File: src/rtl/cordic_rot_iter_if.sv
// Operand/result handshake bundle for the iterative rotation-mode CORDIC.
// Master drives operands and result acceptance; slave is the engine.
interface cordic_rot_iter_if #(
   parameter int XY_SZ = 16
);
   logic               in_valid;
   logic               in_ready;
   logic signed [XY_SZ:0] xin;
   logic signed [XY_SZ:0] yin;
   logic signed [XY_SZ:0] zin;
   logic               out_valid;
   logic               out_ready;
   logic signed [XY_SZ:0] xout;
   logic signed [XY_SZ:0] yout;
   logic signed [XY_SZ:0] zout;

   modport master (
      output in_valid, xin, yin, zin, out_ready,
      input  in_ready, out_valid, xout, yout, zout
   );

   modport slave (
      input  in_valid, xin, yin, zin, out_ready,
      output in_ready, out_valid, xout, yout, zout
   );
endinterface

File: src/rtl/cordic_rot_iter.sv
// Iterative rotation-mode CORDIC: one micro-rotation per clock,
// angle -> vector, with quadrant pre-rotation and valid/ready on both sides.
module cordic_rot_iter #(
   parameter int XY_SZ = 16,
   parameter int ITER  = 16
) (
   input logic              clk,
   input logic              rst,
   cordic_rot_iter_if.slave bus
);

   typedef logic signed [XY_SZ:0] data_t;

   typedef enum logic [1:0] {
      IDLE,
      ROT,
      DONE
   } state_t;

   localparam data_t    HALF_PI = data_t'(25736);
   localparam logic [3:0] LAST  = 4'(ITER - 1);

   function automatic data_t atan_lut(input logic [3:0] idx);
      data_t a;
      case (idx)
         4'd0:    a = data_t'(12868);
         4'd1:    a = data_t'(7596);
         4'd2:    a = data_t'(4014);
         4'd3:    a = data_t'(2037);
         4'd4:    a = data_t'(1023);
         4'd5:    a = data_t'(512);
         4'd6:    a = data_t'(256);
         4'd7:    a = data_t'(128);
         4'd8:    a = data_t'(64);
         4'd9:    a = data_t'(32);
         4'd10:   a = data_t'(16);
         4'd11:   a = data_t'(8);
         4'd12:   a = data_t'(4);
         4'd13:   a = data_t'(2);
         default: a = data_t'(1);
      endcase
      return a;
   endfunction

   state_t     state_q, state_d;
   data_t      x_q, y_q, z_q;
   data_t      x_d, y_d, z_d;
   data_t      xo_q, yo_q, zo_q;
   data_t      xo_d, yo_d, zo_d;
   logic [3:0] i_q, i_d;

   data_t x_sh, y_sh, x_step, y_step, z_step;
   logic  z_pos;

   // Single micro-rotation; d=+1 when the residual angle is non-negative.
   always_comb begin
      z_pos  = ~z_q[XY_SZ];
      x_sh   = x_q >>> i_q;
      y_sh   = y_q >>> i_q;
      x_step = z_pos ? x_q - y_sh : x_q + y_sh;
      y_step = z_pos ? y_q + x_sh : y_q - x_sh;
      z_step = z_pos ? z_q - atan_lut(i_q)
                     : z_q + atan_lut(i_q);
   end

   always_comb begin
      state_d = state_q;
      x_d     = x_q;
      y_d     = y_q;
      z_d     = z_q;
      i_d     = i_q;
      xo_d    = xo_q;
      yo_d    = yo_q;
      zo_d    = zo_q;
      unique case (state_q)
         IDLE: begin
            if (bus.in_valid) begin
               i_d     = 4'd0;
               state_d = ROT;
               // Fold |z| > pi/2 into the range the atan sum can cover.
               if (bus.zin > HALF_PI) begin
                  x_d = -bus.yin;
                  y_d = bus.xin;
                  z_d = bus.zin - HALF_PI;
               end else if (bus.zin < -HALF_PI) begin
                  x_d = bus.yin;
                  y_d = -bus.xin;
                  z_d = bus.zin + HALF_PI;
               end else begin
                  x_d = bus.xin;
                  y_d = bus.yin;
                  z_d = bus.zin;
               end
            end
         end
         ROT: begin
            x_d = x_step;
            y_d = y_step;
            z_d = z_step;
            if (i_q == LAST) begin
               xo_d    = x_step;
               yo_d    = y_step;
               zo_d    = z_step;
               state_d = DONE;
            end else begin
               i_d = i_q + 4'd1;
            end
         end
         DONE: begin
            if (bus.out_ready) state_d = IDLE;
         end
         default: state_d = IDLE;
      endcase
   end

   always_ff @(posedge clk) begin
      if (rst) state_q <= IDLE;
      else     state_q <= state_d;
   end

   always_ff @(posedge clk) begin
      if (rst) begin
         x_q  <= '0;
         y_q  <= '0;
         z_q  <= '0;
         i_q  <= '0;
         xo_q <= '0;
         yo_q <= '0;
         zo_q <= '0;
      end else begin
         x_q  <= x_d;
         y_q  <= y_d;
         z_q  <= z_d;
         i_q  <= i_d;
         xo_q <= xo_d;
         yo_q <= yo_d;
         zo_q <= zo_d;
      end
   end

   assign bus.in_ready  = (state_q == IDLE);
   assign bus.out_valid = (state_q == DONE);
   assign bus.xout      = xo_q;
   assign bus.yout      = yo_q;
   assign bus.zout      = zo_q;

endmodule

File: src/flat_wrapper.sv
// flat-port wrapper written by rule: the top's interface ports become plain ports
module cordic_rot_iter_flat 
#(
   parameter int XY_SZ = 16,
   parameter int ITER  = 16
)
  (clk, rst, bus_in_valid, bus_xin, bus_yin, bus_zin, bus_out_ready, bus_in_ready, bus_out_valid, bus_xout, bus_yout, bus_zout);
  cordic_rot_iter_if #(.XY_SZ(XY_SZ)) bus_i ();
  input logic clk;
  input logic rst;
  input wire logic [$bits(bus_i.in_valid)-1:0] bus_in_valid;
  input wire logic [$bits(bus_i.xin)-1:0] bus_xin;
  input wire logic [$bits(bus_i.yin)-1:0] bus_yin;
  input wire logic [$bits(bus_i.zin)-1:0] bus_zin;
  input wire logic [$bits(bus_i.out_ready)-1:0] bus_out_ready;
  output wire logic [$bits(bus_i.in_ready)-1:0] bus_in_ready;
  output wire logic [$bits(bus_i.out_valid)-1:0] bus_out_valid;
  output wire logic [$bits(bus_i.xout)-1:0] bus_xout;
  output wire logic [$bits(bus_i.yout)-1:0] bus_yout;
  output wire logic [$bits(bus_i.zout)-1:0] bus_zout;
  assign bus_i.in_valid = bus_in_valid;
  assign bus_i.xin = bus_xin;
  assign bus_i.yin = bus_yin;
  assign bus_i.zin = bus_zin;
  assign bus_i.out_ready = bus_out_ready;
  assign bus_in_ready = bus_i.in_ready;
  assign bus_out_valid = bus_i.out_valid;
  assign bus_xout = bus_i.xout;
  assign bus_yout = bus_i.yout;
  assign bus_zout = bus_i.zout;
  cordic_rot_iter #(.XY_SZ(XY_SZ), .ITER(ITER)) u_core (.clk(clk), .rst(rst), .bus(bus_i));
endmodule
File: config.mk
export PLATFORM = sky130hd
export DESIGN_NAME = cordic_rot_iter_flat
export DESIGN_NICKNAME = d
export VERILOG_FILES = /design/src/rtl/cordic_rot_iter_if.sv /design/src/rtl/cordic_rot_iter.sv /design/src/flat_wrapper.sv
export SDC_FILE = /design/constraint.sdc
export NUM_CORES = 1
export LEC_CHECK = 0
export BUFFER_PORTS_ARGS = -buffer_cell sky130_fd_sc_hd__buf_2
export CAP_MARGIN = 15
export CORE_AREA = 2 2 227 173
export CTS_BUF_LIST = sky130_fd_sc_hd__clkbuf_8
export DETAILED_ROUTE_END_ITERATION = 8
export DIE_AREA = 0 0 229 175
export HOLD_SLACK_MARGIN = 0.08
export PLACE_DENSITY_LB_ADDON = 0.25
export SYNTH_ARGS = -nofsm -noshare
export SYNTH_HDL_FRONTEND = slang
export SYNTH_SLANG_ARGS = --single-unit
File: constraint.sdc
create_clock -name clk -period 9.7 [get_ports clk]
set_clock_uncertainty 0.2 [all_clocks]
set_input_delay 1.94 -clock clk [delete_from_list [all_inputs] [get_ports clk]]
set_output_delay 1.94 -clock clk [all_outputs]
set_load 0.01 [all_outputs]
**Word-level counts from Yosys, hierarchy flattened**

Memory sizes are Yosys's and may differ from the RTL's. A register that Yosys moved wholly into a read port is not among the register bits.
Cells that the tools add are included.

- Flip-flop bits (word level): 108
- Latch bits: 0
- RAM bits: 0
- Bits in read-only memories: 448
- Input port bits: 55
- Output and inout bits: 53
- Word-level logic and storage cells: 64
- Memories: 2

Memory list:

| name | words | width | read ports | clocked after Yosys merged registers in | wr ports | line | RTL |
|---|---|---|---|---|---|---|---|
| (name not given) | 16 | 14 | 1 | 1 | 0 | cordic_rot_iter.sv:25 | `case (idx)` |
| (name not given) | 16 | 14 | 1 | 1 | 0 | cordic_rot_iter.sv:25 |  |

- Add/subtract/negate cells: 11
- $mul: 0
- Divide/modulo/power cells: 0
- $lt $le $gt $ge: 2
- Equal/unequal tests: 7
- Shift operators: 2
- Mux-type cells: 26
- Bitwise logic cells: 0
- Reduce and logical (&&, ||, !) cells: 6

Operators by type and width:

| operator | number |
|---|---|
| $mux 17 | 12 |
| $pmux 17 s2 | 3 |
| $add 17x17->17 | 3 |
| $sub 17x17->17 | 3 |
| $neg 17->17 | 2 |
| $sshr 17x4->17 | 2 |
| $mux 4 | 6 |
| $add 17x16->17 const B | 1 |
| $gt 17x16->1 const B | 1 |
| $lt 17x16->1 const B | 1 |
| $sub 17x16->17 const B | 1 |
| $pmux 4 s2 | 1 |
| $mux 2 | 3 |
| $ne 2x2->1 const B | 3 |
| $pmux 2 s3 | 1 |
| $reduce_and 3->1 | 2 |
| $add 4x1->4 const B | 1 |
| $eq 4x4->1 const B | 1 |
| $reduce_and 2->1 | 2 |
| $eq 2x1->1 const B | 1 |
| $eq 2x2->1 const B | 1 |
| $logic_not 2->1 | 1 |
| $ne 2x1->1 const B | 1 |
| $reduce_bool 2->1 | 1 |

**Logic depth before layout (Yosys ltp)**

- Word-level depth: 5
- Gate-level depth with buffers: 23
- Mapped depth without buffers: 19

**Worst setup path after synthesis**

No wires, ideal clock.

- Path type: register -> register
- From: register u_core.i_q[0]
- To: register u_core.x_q[16]
- Library setup time: 0.122 ns
- Data arrival time: 4.658 ns
- Data required time: 9.378 ns
- Setup slack: 4.721 ns
- Stages on the path, launching flop included: 21
- Buffers on the path: 4
- Period minus slack after synthesis: 4.979 ns
- Cells stage by stage: dfxtp_1 buf_6 buf_4 buf_2 mux4_2 mux2_2 o21ai_0 ha_1 and3b_1 and3_1 clkbuf_1 nor2_1 xnor2_1 ha_1 a21oi_1 nand2_1 o311ai_0 nand3_1 a41oi_1 nor3_1 a221o_1

- Longest elaborated chain between the ends: 4
- Elaborated cells between the ends (all ways): 5

RTL lines:

| item | line | RTL |
|---|---|---|
| start: declaration | cordic_rot_iter.sv:50 | `logic [3:0] i_q, i_d;` |
| start signal: assignment | cordic_rot_iter.sv:134 | `i_q <= i_d;` |
| $sshr 17x4->17 (*) | cordic_rot_iter.sv:59 | `y_sh = y_q >>> i_q;` |
| $sub 17x17->17 or $add 17x17->17 (tied branches) | cordic_rot_iter.sv:60 | `x_step = z_pos ? x_q - y_sh : x_q + y_sh;` |
| $mux 17 (*) | cordic_rot_iter.sv:60 |  |
| $pmux 17 s2 (*) | cordic_rot_iter.sv:75 | `unique case (state_q)` |
| end signal: assignment | cordic_rot_iter.sv:123 | `x_q <= '0;` |
| end signal: assignment | cordic_rot_iter.sv:131 | `x_q <= x_d;` |
| end: declaration | cordic_rot_iter.sv:46 | `data_t x_q, y_q, z_q;` |

Every way passes the cells marked *; elsewhere a longest branch is shown, timed or not.
A chain may end at the register's enable or synchronous reset.

**Worst setup path in the final report**

- From: register u_core.i_q[0]
- To: register u_core.yo_q[16], in the netlist u_core.bus.yout[16]

- Longest elaborated chain between the ends: 3
- Elaborated cells between the ends (all ways): 6

RTL lines:

| item | line | RTL |
|---|---|---|
| $sshr 17x4->17 | cordic_rot_iter.sv:58 | `x_sh = x_q >>> i_q;` |
| $add 17x17->17 or $sub 17x17->17 (tied branches) | cordic_rot_iter.sv:61 | `y_step = z_pos ? y_q + x_sh : y_q - x_sh;` |
| $mux 17 | cordic_rot_iter.sv:61 |  |
| end signal: assignment | cordic_rot_iter.sv:136 | `yo_q <= yo_d;` |
| end: declaration | cordic_rot_iter.sv:48 | `data_t xo_q, yo_q, zo_q;` |

Several ways; a longest one is shown, not always the timed one.

==> summary.txt <==
Setup path
  • Setup CP Type: reg2reg
  • Critical path fanouts, max: between 40 and 50
  • CP Capture Type: register
  • Startpoint Class: register
  • CP Buf/Inv Count: 2
  • Critical Path RT: 9890 ps
  • Critical-path top delay cell: a222oi_1
  • Cells along the critical path: buf_4 > mux2_2 > mux4_2 > a222oi_1 > nand3_2 > nor4_4 > and2_1 > a21oi_1 > xnor2_1 > ha_1 > o2111ai_1 > o211a_1 > o31ai_1 > a31o_2 > inv_1 > and4_1 > o31a_1
  • CP delay by family, top: compound AO/OA/AOI/OAI gates
  • Worst path arrival time: between 6000 and 7000 ps
  • Crit path largest cell delay: around 720 ps

Finish
  • Area Growth Syn to Fin: 12.10%
  • Inserted Diodes: 0
  • Finished Core Util: ~33%
  • Nets@finish: about 1600
  • Share of layout cells above drive strength 1: between 10% and 20%
  • Filler instances: just over 4000

Synthesis
  • Yosys top cell area share: between 20% and 30%
  • Primary FF master, synth: dfxtp_1
  • Top post-synthesis cells by area: dfxtp_1 (22%), a21oi_1 (7.2%), ha_1 (6.9%)
  • Asr flop ratio synth: 0%
  • Yosys warnings: 0
  • Synth Register Bits: roughly 120
  • Post-synthesis sequential area ratio: 21.82%
  • Post-synthesis cell count: between 1000 and 1500
  • Post-synthesis net count: between 1500 and 2000
  • Synth area leader: dfxtp_1
  • Post-Syn Area: roughly 11000 um2
  • Avg Cell Area, Syn: between 7 and 8 um2
  • Post-synth EDFFs: 0
  • Synth cell types: 79

STA
  • Maximum clock frequency: about 170 MHz
  • Setup ws final: 3657 ps
  • Total setup violations reported at the end of the flow: 0
  • Slew of the pin with the lowest slew margin: between 1000 and 1500 ps
  • Post-route setup TNS: 0 ps
  • RSZ-0062 raised after global routing: false
  • Relative slew margins: between 30% and 40%
  • Final Cycle Share: 62.30%
  • Fin crit period: just over 6000 ps
  • Slew Viols, Final: 0
  • Fin. Hold Viols: 0

Die
  • DIE HEIGHT: between 150 and 200 um
  • Cell Rows: 62
  • Core box area: 37860 um2
  • Die width: 229 um
  • # IOs: 108
  • Initial Util: 29.56%
  • Die area: about 40000 um2

Clocking
  • Post_cts resized: 0
  • CTS tree: built
  • Inserted Clock Buffers: 17
  • Clock Latency Late Sink: around 490 ps
  • Clock Path Buffers: 2
  • Htree depth: 4
  • CTS clk-pin slew, worst paths: 90 ps
  • CTS Sinks: 122
  • Clock Root Buffer: clkbuf_8
  • Post-CTS Hold Buffers: 0
  • Postcts setup bufs: 0

Placement
  • PortBufs: 107
  • Pre-CTS setup slack: approximately 3700 ps
  • HPWL Detailed: around 32000 um
  • GP Congestion: roughly 0.9

Global route
  • Largest net degree at the start of global routing: between 60 and 70
  • Initial antenna violation count: 0
  • GRT Residual Overflow: 0
  • All-Layer GR Usage: between 20% and 30%
  • First-pass GRT wire length: 64370 um
  • Vias in the first global route: around 11000

Flow run
  • Max Cap Violations: 0

Detailed routing
  • Met2 wire len: between 15000 and 20000 um
  • Total number of vias: roughly 12000
  • Met1 WL: between 20000 and 25000 um
  • Final Routed Wirelength: ~42000 um
  • Drt drc: 0
  • Top Layer Used: met4
  • Routed len/inst: about 21 um
  • Vias per cell: 5.752
  • Met3 Routed Length: between 4000 and 5000 um
  • Post-DRT Antenna Nets: 0
  • Pre-antenna DRT Iters: 8
  • 1st-iter DRT viols: 1149

Pwr
  • Total Power: 3.027 mW
  • PD cells: roughly 240 nW/um2
  • Worst VDD drop: just over 0.1 mV
  • Leak: between 4 and 5 nW

Hold path
  • HP Class: reg2reg

Status
  • Outcome: finished, final reports clean
## through the flow
stage          hold slack (ps)  cells  cell area (um2)
6_report                 255.8   2048            12540
4_1_cts                  257.3   2047            12540
5_1_grt                  274.8   2048            12540
3_3_place_gp             240.2   2015            12160
2_1_floorplan            272.6   1475            11190
3_5_place_dp             245.8   2015            12160
## cells in the final DEF (no fill, tap or decap), types with 26 or more instances in the layout
cell type  instances
dfxtp_1          120
a21oi_1          160
nand3_1           37
nor3_1            48
o21ai_0           59
inv_1             44
a21o_1            26
xnor2_1           55
nand2_1          180
nor2_1           140
buf_2            106
ha_1              62
mux4_2            29
xor2_1            39
## path summary, 6_finish.rpt
| kind | from | to | slack [ps] | depth (start not counted) |
|---|---|---|---|---|
| worst max register to register | u_core.i_q[0] | u_core.bus.yout[16] | 3660 | 17 |
| worst min register to register | u_core.bus.zout[10] | u_core.bus.zout[10] | 260 | 2 |
| worst min-delay path | u_core.bus.zout[10] | u_core.bus.zout[10] | 260 | 2 |
| worst max-delay path | u_core.i_q[0] | u_core.bus.yout[16] | 3660 | 17 |
## logic make-up (layout without fill, tap and decap cells)
| logic type | Yosys count | after routing | synth area share (%) |
|---|---|---|---|
| AO/OA/AOI/OAI | 464 | 464 | 27.27 |
| AND/OR/NAND/NOR | 525 | 525 | 21.89 |
| XOR/XNOR | 94 | 94 | 7.357 |
| buffers and inverters | 141 | 202 | 4.931 |
| multiplexers | 64 | 64 | 9.258 |
| flip-flops | 122 | 122 | 21.82 |
| adder cells (fa/ha/maj) | 65 | 65 | 7.469 |
## layer usage
metal,up-vias,track usage [%]
met2,540,27.99
met4,0,5.519
met1,5617,31.70
met3,61,5.565
li1,5562,-
met5,-,0
## cells in the mapped netlist (7+ instances only)
cell and number:
a21oi_1 161, o31ai_1 15, nand2b_1 10, o21ai_0 59, a21o_1 26, nor3_1 48
ha_1 62, o21bai_1 9, a31oi_1 25, inv_1 44, a21boi_0 7, xor2_1 39
o221ai_1 11, a22oi_1 17, a222oi_1 8, a211oi_1 17, mux2_2 13, a31o_2 7
xnor2_1 55, mux2i_1 18, nand3_1 37, clkbuf_1 72, or3_1 13, a221oi_1 12
nand2_1 180, buf_1 14, o211ai_1 8, nor4_1 9, o21a_1 16, nor3b_1 7
nor2b_1 14, mux4_2 29, nand4_1 12, and2_1 12, and3_1 14, nor2_1 142
dfxtp_1 122
## tightest hold or removal path: cells and delay by family (launching register included)
| kind | cells | cell delay (ps) |
|---|---|---|
| flops | 1 | 310 |
| compound gates | 1 | 50 |
| simple gates | 1 | 50 |
## power by group
group	leakage (nW)	switching, mW	internal (mW)
clock	0.187	0.258	0.207
sequential	0.997	0.128	0.557
combinational	3.69	1.13	0.748
## final cells by class
class / instances / area, um2 / share of cell area (%)
Clock buffer: 17 / 234.0 / 1.865
Clock inverter: 15 / 142.6 / 1.137
Inverter: 46 / 172.7 / 1.376
Multi-Input combinational cell: 1212 / 8244 / 65.72
Sequential cell: 122 / 2445 / 19.49
Tap cell: 512 / 640.6 / 5.107
Timing Repair Buffer: 124 / 665.6 / 5.306
No activity file was read; power rests on OpenSTA's default activity.
